==> config.mk <==
export PLATFORM = sky130hd
export DESIGN_NAME = animation_sequencer
export DESIGN_NICKNAME = d
export VERILOG_FILES = /design/src/rtl/animation_sequencer.sv
export SDC_FILE = /design/constraint.sdc
export NUM_CORES = 1
export LEC_CHECK = 0
export CAP_MARGIN = 20
export CORE_ASPECT_RATIO = 0.5
export CORE_UTILIZATION = 50
export DETAILED_ROUTE_END_ITERATION = 7
export PLACE_DENSITY = 0.77
export SYNTH_ARGS = -nofsm -noshare
export SYNTH_HDL_FRONTEND = slang
export SYNTH_SLANG_ARGS = --single-unit
export TNS_END_PERCENT = 1
==> constraint.sdc <==
create_clock -name clk -period 7.5 [get_ports clk]
set_clock_uncertainty 0.05 [all_clocks]
set_input_delay 1.5 -clock clk [delete_from_list [all_inputs] [get_ports clk]]
set_output_delay 1.5 -clock clk [all_outputs]
set_load 0.01 [all_outputs]
==> src/rtl/animation_sequencer.sv <==
// Animation/frame scheduler for the LCD pixel path. Animation switches and
// frame steps are committed only on the LCD driver's end-of-frame pulse so a
// scan never shows two different sources.
module animation_sequencer #(
    parameter int unsigned NUM_ANIM = 4,
    parameter int unsigned ANIM_W   = 2,
    parameter int unsigned FRAMES_W = 3,
    parameter int unsigned TICK_DIV = 5000000,
    parameter int unsigned CNT_W    = 23
) (
    input  logic                         clk,
    input  logic                         rst_n,
    input  logic                         go,
    input  logic                         pause,
    input  logic                         frame_end,
    input  logic [NUM_ANIM*FRAMES_W-1:0] frame_count,
    output logic [ANIM_W-1:0]            anim_idx,
    output logic [FRAMES_W-1:0]          frame_idx,
    output logic                         switch_pending,
    output logic                         anim_changed,
    output logic                         frame_changed
);

    localparam int unsigned FC_W = FRAMES_W + 1;

    typedef enum logic {
        ST_PLAY    = 1'b0,
        ST_PENDING = 1'b1
    } state_t;

    state_t              state_q, state_d;
    logic [ANIM_W-1:0]   anim_q, anim_d;
    logic [ANIM_W-1:0]   pend_q, pend_d;
    logic [FRAMES_W-1:0] frame_q, frame_d;
    logic [CNT_W-1:0]    cnt_q, cnt_d;
    logic                adv_q, adv_d;
    logic                sw_pend_q;
    logic                anim_chg_q, anim_chg_d;
    logic                frame_chg_q, frame_chg_d;

    logic [FRAMES_W-1:0] count_slice;
    logic [FC_W-1:0]     eff_count;
    logic [FC_W-1:0]     frame_plus1;
    logic                tick;
    logic [ANIM_W-1:0]   anim_inc;
    logic [ANIM_W-1:0]   pend_inc;
    logic [ANIM_W-1:0]   pend_sel;

    // Next animation index with wrap at NUM_ANIM
    function automatic logic [ANIM_W-1:0] next_anim(input logic [ANIM_W-1:0] a);
        if (a >= ANIM_W'(NUM_ANIM - 1)) begin
            return '0;
        end
        return a + ANIM_W'(1);
    endfunction

    // Frame count of the committed animation; zero behaves as a single frame
    always_comb begin
        count_slice = '0;
        for (int unsigned k = 0; k < NUM_ANIM; k++) begin
            if (anim_q == ANIM_W'(k)) begin
                count_slice = frame_count[k*FRAMES_W +: FRAMES_W];
            end
        end
        eff_count   = (count_slice == '0) ? FC_W'(1) : FC_W'(count_slice);
        frame_plus1 = FC_W'(frame_q) + FC_W'(1);
        tick        = !pause && (cnt_q == CNT_W'(TICK_DIV - 1));
        anim_inc    = next_anim(anim_q);
        pend_inc    = next_anim(pend_q);
        pend_sel    = go ? pend_inc : pend_q;
    end

    // Next-state, tick counter and commit logic
    always_comb begin
        state_d     = state_q;
        anim_d      = anim_q;
        pend_d      = pend_q;
        frame_d     = frame_q;
        cnt_d       = cnt_q;
        adv_d       = adv_q | tick;
        anim_chg_d  = 1'b0;
        frame_chg_d = 1'b0;

        if (!pause) begin
            cnt_d = tick ? '0 : cnt_q + CNT_W'(1);
        end

        case (state_q)
            ST_PLAY: begin
                if (go) begin
                    pend_d  = anim_inc;
                    state_d = ST_PENDING;
                end
                if (frame_end && adv_q) begin
                    frame_d     = (frame_plus1 >= eff_count) ? '0 : FRAMES_W'(frame_plus1);
                    adv_d       = tick;
                    frame_chg_d = 1'b1;
                end
            end
            ST_PENDING: begin
                pend_d = pend_sel;
                if (frame_end) begin
                    anim_d      = pend_sel;
                    frame_d     = '0;
                    cnt_d       = '0;
                    adv_d       = 1'b0;
                    state_d     = ST_PLAY;
                    anim_chg_d  = 1'b1;
                    frame_chg_d = 1'b1;
                end
            end
            default: state_d = ST_PLAY;
        endcase
    end

    // State and output registers
    always_ff @(posedge clk) begin
        if (!rst_n) begin
            state_q     <= ST_PLAY;
            anim_q      <= '0;
            pend_q      <= '0;
            frame_q     <= '0;
            cnt_q       <= '0;
            adv_q       <= 1'b0;
            sw_pend_q   <= 1'b0;
            anim_chg_q  <= 1'b0;
            frame_chg_q <= 1'b0;
        end else begin
            state_q     <= state_d;
            anim_q      <= anim_d;
            pend_q      <= pend_d;
            frame_q     <= frame_d;
            cnt_q       <= cnt_d;
            adv_q       <= adv_d;
            sw_pend_q   <= (state_d == ST_PENDING);
            anim_chg_q  <= anim_chg_d;
            frame_chg_q <= frame_chg_d;
        end
    end

    assign anim_idx       = anim_q;
    assign frame_idx      = frame_q;
    assign switch_pending = sw_pend_q;
    assign anim_changed   = anim_chg_q;
    assign frame_changed  = frame_chg_q;

endmodule

# --- Word level (Yosys, flattened, before mapping) ---
# Index checks and enable logic that the tools add are counted.
# W data, S select, Z words.
classes:
  addsub: 4
  order_cmp: 3
  eq_ne: 7
  mux: 31
  n_bitwise: 2
  n_reduce_logical: 8
op_table:
  columns: ["cell", "count"]
  rows:
  - ["$mux W23", 4]
  - ["$mux W3", 8]
  - ["$add A23 B1 Y23 const B", 1]
  - ["$eq A23 B23 Y1 const B", 1]
  - ["$mux W2", 6]
  - ["$mux W1", 8]
  - ["$ne A2 B2 Y1 const B", 3]
  - ["$pmux W1 S2", 3]
  - ["$pmux W3 S2", 1]
  - ["$reduce_and A2 Y1", 3]
  - ["$add A2 B1 Y2 const B", 2]
  - ["$add A3 B1 Y4 const B", 1]
  - ["$eq A2 B2 Y1 const B", 2]
  - ["$ge A2 B2 Y1 const B", 2]
  - ["$ge A4 B3 Y1", 1]
  - ["$pmux W2 S2", 1]
  - ["$logic_not A3 Y1", 1]
  - ["$eq A2 B1 Y1 const B", 1]
  - ["$logic_and A1 B1 Y1", 2]
  - ["$logic_not A2 Y1", 1]
  - ["$logic_not A1 Y1", 1]
  - ["$not A1 Y1", 1]
  - ["$or A1 B1 Y1", 1]
word_totals:
  regBits: 34
  elab_cells: 63

# --- Depth between registers and ports, before layout ---
# Gate-level depths: netlist of run 1.
logic_depth:
  depth_word: 11
  mapped_depth: 11

# --- Worst setup path after synthesis of run 1 ---
# No wires, ideal clock.
synth_timing:
  kind: "input-to-reg"
  startpoint: "input frame_count[4]"
  endpoint: "register frame_q[2], in the netlist frame_idx[2]"
  arrival_time_ns: 3.009
  t_required_ns: 7.378
  slack_ns: 4.369
  path_stages: 8
  n_path_buf: 0
  cell_sequence: "a221oi_1 -> o31a_1 -> a221o_1 -> ha_1 -> nand2b_1 -> a21oi_1 -> o221ai_1 -> a21oi_1"
synth_via:
  elab_chain_cells: 9
synth_rtl:
  columns: ["element", "line", "text"]
  rows:
  - ["start: declaration", "16", "input logic [NUM_ANIM*FRAMES_W-1:0] frame_count,"]
  - ["$mux W3 (*) (3 in series)", "61", "if (anim_q == ANIM_W'(k)) begin"]
  - ["$logic_not A3 Y1", "65", "eff_count = (count_slice == '0) ? FC_W'(1) : FC_W'(count_slice);"]
  - ["$mux W3 (*)", "65", null]
  - ["$ge A4 B3 Y1 (*)", "95", "frame_d = (frame_plus1 >= eff_count) ? '0 : FRAMES_W'(frame_plus1);"]
  - ["$mux W3 (*)", "95", null]
  - ["$mux W3 (*)", "94", "if (frame_end && adv_q) begin"]
  - ["$pmux W3 S2 (*)", "88", "case (state_q)"]
  - ["end signal: assignment", "132", "frame_q <= frame_d;"]
  - ["end: declaration", "34", "logic [FRAMES_W-1:0] frame_q, frame_d;"]
# Every way passes the cells marked *; elsewhere a longest branch is shown, timed or not. The select of a mux whose other input is x is not followed.
# A chain may end at the register's enable or synchronous reset.

# --- Final worst setup path of run 1 ---
# Same ends and word-level chain as after synthesis.

==> metrics.cfg, run 1 <==
[run_status]
status=finished, final reports clean

[timing]
period_share=0.460
grt_setup_unrepaired=false
final.min_clock_period_ns=3.45
fin_ws_ns=4.05
relSlewSlack=0.492
hold_slack_ns=0.448
final_max_slew_viol_count=0
max_clock_freq_mhz=290
setup_violations=0
final_hold_viol_count=0
tns_ns=0
worst_pin_slew_ns=0.758

[synthesis]
yosysTopAreaCellShare=0.374
ys_seq_area_frac=0.374
syn-instance-count=220
syn_area_sq_mm=0.00182
synth.area.top_cells=dfxtp_1 37%, ha_1 6.2%, a21oi_1 5.8%
dominantRegCellSynth=dfxtp_1
synth_seq_cells=34
synth_warnings=0
yosys.area.top_type=dfxtp_1
synth_edf_count=0
async_flop_share=0
synthesis.nets=246
syn-mean-instance-area_sq_um=8.26
synth.distinct_cells=42

[critical_path]
end_kind=register
crit_fanout=3
start_kind=input port
crit_arrival_ns=3.61
cp_cell_sequence=clkdlybuf4s50_1 -> a221oi_1 -> o31a_1 -> a221o_1 -> ha_1 -> nand2b_1 -> a21oi_1 -> o221ai_1 -> a21oi_1
crit_path_frequent_cell=a21oi_1
required_ns=7.66
critPathTopFamily=compound AO/OA/AOI/OAI gates
crit_type=input port to register
slowest_stage=clkdlybuf4s50_1
cp_slowest_stage_delay_ns=0.46
cp_num_buf_inv=1

[run]
cap_violations=0

[global_route]
grt_pass1_wl_mm=6.20
grt-ovfl-total=0
grt_pass1_vias=1453
grt_max_degree=12
grt_usage=0.212
antenna_found_initial=0

[clock_tree]
cts_tree=done
cts_setup_buffers=0
clk_root_buffer_cell=clkbuf_8
clk_latency_ns=0.29
clock_path_buffers=2
clock_sinks=34
htreeDepth=2
cts_buffers=5
path_clk_slew_ns=0.06
cts_hold_buf=0
ctsResizeCount=0

[detailed_routing]
dr.pass1.iters=4
antenna_left=0
routed-via-count=1664
drt-total-wl_mm=3.64
drc=0
drtIter0Drc=127
wl_per_cell_um=12.2
via_per_inst=5.60

[pwr]
p_per_area_mw_per_mm2=161
peakVddDrop_v=0.0000845
p_leak_nw=0.737

[finish]
nets=272
final_cell_mix=34 x dfxtp_1, 24 x clkdlybuf4s50_1, 21 x a21oi_1
drive_above_1_share=0.0528
syn2layout_area_growth_pct=20.2
diodes=0
post-route-util=0.633
design_area_sq_mm=0.00219
layout_commonest_cell=dfxtp_1

[die]
initial_utilization=0.526
ios=25
rows=15
core_area_sq_mm=0.00345
dieArea_sq_mm=0.00390
die_w_um=87.3
die_h_um=44.6

[min_path]
min-delay-path-class=register to register

[place]
portBuffers=24
postPlaceCellArea_sq_mm=0.00211
post-place-ws_ns=3.76
dpl.hpwl_mm=2.77
place.gp.congestion=0.796

[metal layers]
layer | routed length [um] | track usage | vias to the layer above
li1 | - | - | 852
met2 | 1720 | 0.375 | 36
met5 | 0 | 0 | -
met3 | 171 | 0.0634 | 7
met4 | 65 | 0.0984 | 0
met1 | 1680 | 0.241 | 769
[layout make-up]
cell class,instances,area [sq um]
clock buffers,6,72.6
repair buffers,25,248
well taps,51,63.8
multi-input cells,167,1060
flip-flops and latches,34,681
fillers,322,1270
inverters,13,48.8
clock inverters,1,7.51
[metrics by stage]
step / instances / power [W]
CTS: 297 / 0.000355
finish: 297 / 0.000351
detailed placement: 290 / 0.000228
global placement: 290 / 0.000228
floorplan: 220 / 0.000212
global route: 297 / 0.000366
[sequential cells by signal (all words and copies together), names as in the netlist]
name,cells
switch_pending,1
frame_idx,3
pend_q,2
anim_changed,1
frame_changed,1
cnt_q,23
anim_idx,2
adv_q,1
[synthesized netlist by cell type (all sizes together), types with 2 or more instances]
cell type   n
inv        12
or4         7
o31ai       4
nand4       4
xnor2       7
nor4        2
a22oi       2
ha          9
nor2b       6
nor3        6
nand2      17
or3        11
a221oi      2
o211ai      2
nor4b       2
clkbuf      5
dfxtp      34
nor2       16
xor2        4
nand3      13
o21ai      16
a21oi      21
[worst register-to-register path, stage by stage, from the launching register on]
cell and delay, ns:
dfxtp_1 0.41, inv_1 0.08, ha_1 0.24, nor2b_1 0.17, a221oi_1 0.09, o31a_1 0.31, a221o_1 0.33, ha_1 0.26
nand2b_1 0.14, a21oi_1 0.23, o221ai_1 0.17, a21oi_1 0.15
[path summary, 6_finish.rpt]
| path | start | endpoint | slack, ns | cells past startpoint |
|---|---|---|---|---|
| setup / recovery | frame_count[4] | frame_idx[2]$_SDFFE_PN0P_ | 4.05 | 9 |
| hold / removal | frame_idx[1]$_SDFFE_PN0P_ | frame_idx[1]$_SDFFE_PN0P_ | 0.45 | 2 |
| setup reg to reg | anim_idx[1]$_SDFFE_PN0P_ | frame_idx[2]$_SDFFE_PN0P_ | 4.80 | 11 |
| hold reg to reg | frame_idx[1]$_SDFFE_PN0P_ | frame_idx[1]$_SDFFE_PN0P_ | 0.45 | 2 |
[cells by family (layout without fill, tap and decap cells)]
group | after synthesis | after routing | synth area share
adder cells (fa/ha/maj) | 9 | 9 | 0.0619
flip-flops | 34 | 34 | 0.374
AO/OA/AOI/OAI | 54 | 54 | 0.179
AND/OR/NAND/NOR | 93 | 93 | 0.292
XOR/XNOR | 11 | 11 | 0.0530
buffers and inverters | 19 | 45 | 0.0399
[power breakdown]
| part | switching [W] | internal, W | leakage, nW | total, W |
|---|---|---|---|---|
| Clock | 0.0000638 | 0.0000635 | 0.0373 | 0.000127 |
| Sequential | 0.00000424 | 0.000184 | 0.275 | 0.000188 |
| Combinational | 0.0000167 | 0.0000197 | 0.425 | 0.0000363 |
(Power assumes the default switching activity.)
==> run 2, diff against run 1 <==
clock period = 3.5 ns   (was 7.5 ns; I/O delays follow)
==> run 2 against run 1 <==
Via count is 0.78% higher. Critical path type is now register to register. Register-to-register slack lost 4.0 ns. Core utilization is 0.33 points higher. Final cell count grew 0.34%. Highest routed layer unchanged.
==> metrics.cfg, run 2 (same netlist as run 1, synthesis figures left out) <==
[finish]
nets=272  ; unchanged
layout_commonest_cell=dfxtp_1
diodes=0  ; unchanged
final_cell_mix=34 x dfxtp_1, 24 x clkdlybuf4s50_1, 21 x a21oi_1
drive_above_1_share=0.0567  ; +0.00383
design_area_sq_mm=0.00220  ; +0.52%
post-route-util=0.636  ; +0.00326
largest_reg_flops=23  ; unchanged
syn2layout_area_growth_pct=20.9
top_register=cnt_q

[critical_path]
crit_end=frame_idx[2]$_SDFFE_PN0P_
r2r_end=frame_idx[2]$_SDFFE_PN0P_
crit_start=anim_idx[1]$_SDFFE_PN0P_
required_ns=3.67  ; -3.99 ns
ff2ff_path_depth=11  ; unchanged
crit_type=register to register
start_kind=register
end_kind=register
crit_fanout=5  ; +2
ff2ff_setup_slack_ns=0.82  ; -3.98 ns
r2r-start=anim_idx[1]$_SDFFE_PN0P_
crit_arrival_ns=2.84  ; -0.77 ns

[timing]
tns_ns=0  ; unchanged
hold_slack_ns=0.440  ; -0.00827 ns
final_hold_viol_count=0  ; unchanged
relSlewSlack=0.668  ; +0.176
period_share=0.765
grt_setup_unrepaired=false
max_clock_freq_mhz=374
final.min_clock_period_ns=2.68
worst_pin_slew_ns=0.496  ; -0.262 ns
fin_ws_ns=0.824  ; -3.23 ns
final_max_slew_viol_count=0  ; unchanged
setup_violations=0  ; unchanged

[place]
post-place-ws_ns=0.592  ; -3.17 ns
place.gp.congestion=0.820  ; +3.0%
dpl.hpwl_mm=2.68  ; -3.1%
portBuffers=24  ; unchanged
postPlaceCellArea_sq_mm=0.00211  ; unchanged

[detailed_routing]
dr.pass1.iters=4  ; unchanged
routed-via-count=1677  ; +0.78%
drt-total-wl_mm=3.56  ; -2.0%
wl_per_cell_um=12.0  ; -2.3%
drtIter0Drc=56  ; -56%
drc=0  ; unchanged
via_per_inst=5.63  ; +0.44%
antenna_left=0  ; unchanged

[clock_tree]
clock_path_buffers=2  ; unchanged
cts_buffers=5  ; unchanged
path_clk_slew_ns=0.06  ; about the same
cts_hold_buf=0  ; unchanged
clk_root_buffer_cell=clkbuf_8
ctsResizeCount=0  ; unchanged
cts_setup_buffers=0  ; unchanged
cts_tree=done
clk_latency_ns=0.29  ; about the same
clock_sinks=34  ; unchanged
htreeDepth=2  ; unchanged

[global_route]
grt_max_degree=17  ; +5
busiest_layer=met2
grt_pass1_wl_mm=6.14  ; -1.0%
antenna_found_initial=0  ; unchanged
use_met2=0.330  ; -0.0453
grt_pass1_vias=1447  ; -0.41%
gr-usage-met1=0.262  ; +0.0214
grt-ovfl-total=0  ; unchanged
met3_usage=0.0504  ; -0.0131
grt_usage=0.207  ; -0.00502

[pwr]
p_per_area_mw_per_mm2=353  ; +120%
p_clk_frac=0.379  ; +0.017
switching_share=0.234  ; -0.00718
internal_power_w=0.000594  ; +120%
comb_power_share=0.102  ; about the same
power_frac_seq=0.519  ; -0.015
peakVddDrop_v=0.000180  ; +110%
p_sw_w=0.000181  ; +110%
p_leak_nw=0.748  ; +1.5%

[min_path]
min-delay-path-class=register to register
hold_start=cnt_q[22]$_SDFF_PN0_

[die]
die_w_um=87.3  ; unchanged
die_h_um=44.6  ; unchanged
rows=15  ; unchanged
core_area_sq_mm=0.00345  ; unchanged
dieArea_sq_mm=0.00390  ; unchanged
initial_utilization=0.526  ; unchanged
ios=25  ; unchanged

[run_status]
status=finished, final reports clean

[run]
cap_violations=0  ; unchanged

## run 2: stage by stage
step / power, W / std cells
floorplan: 0.000453 / 220
global route: 0.000810 / 298
finish: 0.000775 / 298
global placement: 0.000489 / 290
CTS: 0.000784 / 298
detailed placement: 0.000491 / 290
## run 2: worst min-delay path by stage
stage               depth (start not counted)                    to  slack (ns)
global placement                            2  cnt_q[22]$_SDFF_PN0_        0.41
global route                                2  cnt_q[22]$_SDFF_PN0_        0.47
finish                                      2  cnt_q[22]$_SDFF_PN0_        0.44
detailed placement                          2  cnt_q[22]$_SDFF_PN0_        0.43
floorplan                                   2  cnt_q[22]$_SDFF_PN0_        0.40
CTS                                         2  cnt_q[22]$_SDFF_PN0_        0.44
## run 2: worst max-delay path, cell delays in order (launching register included)
cell,delay [ns]
dfxtp_1,0.40
inv_1,0.08
ha_1,0.23
nor2b_1,0.18
a221oi_1,0.10
o31a_1,0.31
a221o_1,0.32
ha_1,0.26
nand2b_1,0.14
a21oi_1,0.22
o221ai_1,0.15
a21oi_1,0.14
## run 2: area by class of cell
type,instances,area (sq um)
Clock buffer,7,86.3
Clock inverter,1,5.00
Fill cell,310,1260
Inverter,13,48.8
Multi-Input combinational cell,167,1060
Sequential cell,34,681
Tap cell,51,63.8
Timing Repair Buffer,25,248
## run 2: power groups by stage
stage | registers (W) | clock network, W | logic (W)
after global placement | 0.000411 | 0 | 0.0000780
after detailed placement | 0.000411 | 0 | 0.0000793
after floorplan | 0.000409 | 0 | 0.0000442
after global routing | 0.000404 | 0.000319 | 0.0000882
final | 0.000403 | 0.000294 | 0.0000790
after CTS | 0.000403 | 0.000302 | 0.0000799
## run 2: layer usage
layer / routed length, um / vias up
met3: 153 / 10
met2: 1650 / 39
met4: 64 / 0
met1: 1700 / 774
met5: 0 / -
li1: - / 854
==> run 3, diff against run 2 <==
clock period = 2.65 ns   (was 3.5 ns; I/O delays follow)
==> run 3 against run 2 <==
Sequential share of layout area shrank 0.72 points. Clock power rose by 36%. Critical path depth did not move. Sequential cell count did not move. Register-to-register slack got worse by 0.69 ns. Non-clock buffer count increased by 6. Sequential power increased by 32%. Largest power group unchanged. Highest routed layer unchanged.
==> metrics.cfg, run 3 (same netlist as run 1, synthesis figures left out) <==
[run_status]
status=finished, final reports clean

[critical_path]
end_kind=register
crit_type=register to register
crit_path_frequent_cell=ha_1
required_ns=2.82  ; -0.85 ns
start_kind=register
crit_arrival_ns=2.68  ; -0.16 ns
crit_fanout=6  ; +1
cp_slowest_stage_delay_ns=0.35  ; -0.05 ns
cp_cell_sequence=inv_1 -> ha_1 -> nor2b_2 -> a221oi_1 -> o31a_1 -> a221o_1 -> ha_1 -> nand2b_1 -> a21oi_2 -> o221ai_1 -> a21oi_1
slowest_stage=dfxtp_2

[run]
cap_violations=0  ; unchanged

[place]
postPlaceCellArea_sq_mm=0.00215  ; +2.1%
post-place-ws_ns=-0.124  ; -0.716 ns
place.gp.congestion=0.807  ; -1.5%
portBuffers=24  ; unchanged
place_inst=296  ; +2.1%
dpl.hpwl_mm=2.93  ; +9.2%

[detailed_routing]
routed-via-count=1705  ; +1.7%
drc=0  ; unchanged
via_per_inst=5.61  ; -0.34%
antenna_left=0  ; unchanged
wl_per_cell_um=12.6  ; +5.7%
drtIter0Drc=80  ; +43%
drt-total-wl_mm=3.84  ; +7.9%
dr.pass1.iters=4  ; unchanged

[global_route]
grt_pass1_vias=1507  ; +4.1%
grt_pass1_wl_mm=6.30  ; +2.6%
grt_usage=0.214  ; +0.00777
grt-ovfl-total=0  ; unchanged
grt_max_degree=15  ; -2
antenna_found_initial=0  ; unchanged

[clock_tree]
clk_latency_ns=0.29  ; about the same
clock_path_buffers=2  ; unchanged
htreeDepth=2  ; unchanged
path_clk_slew_ns=0.07  ; about the same
cts_hold_buf=0  ; unchanged
clk_root_buffer_cell=clkbuf_8
cts_buffers=5  ; unchanged
cts_tree=done
clock_sinks=34  ; unchanged

[pwr]
p_sw_w=0.000254  ; +40%
p_clk_frac=0.381  ; +0.002
p_per_area_mw_per_mm2=465  ; +32%
switching_share=0.243  ; +0.00914
internal_power_w=0.000793  ; +33%
power_frac_seq=0.508  ; -0.011
p_leak_nw=0.780  ; +4.2%
peakVddDrop_v=0.000251  ; +39%
comb_power_share=0.112  ; +0.010

[finish]
diodes=0  ; unchanged
final_cell_mix=33 x dfxtp_1, 24 x clkdlybuf4s50_1, 20 x a21oi_1
drive_above_1_share=0.0949  ; +0.0382
multiInputGateArea_sq_mm=0.00107  ; +0.59%
syn2layout_area_growth_pct=24.0
top_register=cnt_q
regArea_sq_um=682  ; +0.18%
layout_commonest_cell=dfxtp_1
largest_reg_flops=23  ; unchanged
nets=278  ; +2.2%
fillers=303  ; -2.3%
design_area_sq_mm=0.00225  ; +2.6%
layoutNonFillerInstCount=304  ; +2.0%

[timing]
final.min_clock_period_ns=2.51  ; -0.164 ns
fin_ws_ns=0.138  ; -0.686 ns
max_clock_freq_mhz=398  ; +6.5%
final_hold_viol_count=0  ; unchanged
worst_pin_slew_ns=0.445  ; -0.0507 ns
period_share=0.948  ; +0.184
tns_ns=0  ; unchanged
final_max_slew_viol_count=0  ; unchanged
hold_slack_ns=0.437  ; -0.00255 ns
grt_setup_unrepaired=false
setup_violations=0  ; unchanged
relSlewSlack=0.700  ; +0.0326

[die]
die_w_um=87.3  ; unchanged
die_h_um=44.6  ; unchanged
core_area_sq_mm=0.00345  ; unchanged
dieArea_sq_mm=0.00390  ; unchanged
ios=25  ; unchanged
rows=15  ; unchanged
initial_utilization=0.526  ; unchanged

[min_path]
min-delay-path-class=register to register

## run 3: power groups by stage
stage / clock network [W] / logic [W] / registers, W
2_1_floorplan: 0 / 0.0000583 / 0.000540
3_3_place_gp: 0 / 0.000111 / 0.000542
3_5_place_dp: 0 / 0.000116 / 0.000543
4_1_cts: 0.000409 / 0.000117 / 0.000531
5_1_grt: 0.000432 / 0.000129 / 0.000533
6_report: 0.000399 / 0.000117 / 0.000532
## run 3: metrics by stage
stage	utilization	total power, W
6_report	0.653	0.00105
5_1_grt	0.653	0.00109
4_1_cts	0.651	0.00106
3_5_place_dp	0.623	0.000658
3_3_place_gp	0.623	0.000653
2_1_floorplan	-	0.000599
## run 3: worst max-delay path: cells and delay by family, from the launching register on
kind / cells / cell delay [ns]
and+or+nand+nor: 2 / 0.32
buffers and inverters: 1 / 0.10
adders and majority gates: 2 / 0.44
DFF: 1 / 0.35
AOI/OAI and AO/OA: 6 / 1.16
## run 3: metal layers
| metal | up-vias | GRT usage | share of wire |
|---|---|---|---|
| met2 | 39 | 0.395 | 0.49 |
| li1 | 866 | - | - |
| met4 | 0 | 0.0787 | 0.012 |
| met5 | - | 0 | 0 |
| met1 | 792 | 0.247 | 0.46 |
| met3 | 8 | 0.0522 | 0.045 |
## run 3: path summary, 6_finish.rpt
| check | slack, ns | end | cells past startpoint | start |
|---|---|---|---|---|
| hold / removal | 0.44 | cnt_q[22]$_SDFF_PN0_ | 2 | cnt_q[22]$_SDFF_PN0_ |
| setup / recovery | 0.14 | frame_idx[2]$_SDFFE_PN0P_ | 11 | anim_idx[0]$_SDFFE_PN0P_ |
| setup reg to reg | 0.14 | frame_idx[2]$_SDFFE_PN0P_ | 11 | anim_idx[0]$_SDFFE_PN0P_ |
| hold reg to reg | 0.44 | cnt_q[22]$_SDFF_PN0_ | 2 | cnt_q[22]$_SDFF_PN0_ |
## run 3: what timing repair did
action / 4_1_cts / 5_1_grt
setup buffers: 0 / 0
gates resized for setup: 1 / 2
endpoints found under the setup margin: 1 / 3
## run 3: area by class of cell
class                   instances  area share
clock buffers                   6      0.0366
multi-input cells             167       0.475
repair buffers                 31       0.130
flip-flops and latches         34       0.303
inverters                      13      0.0217
clock inverters                 2     0.00555
well taps                      51      0.0283
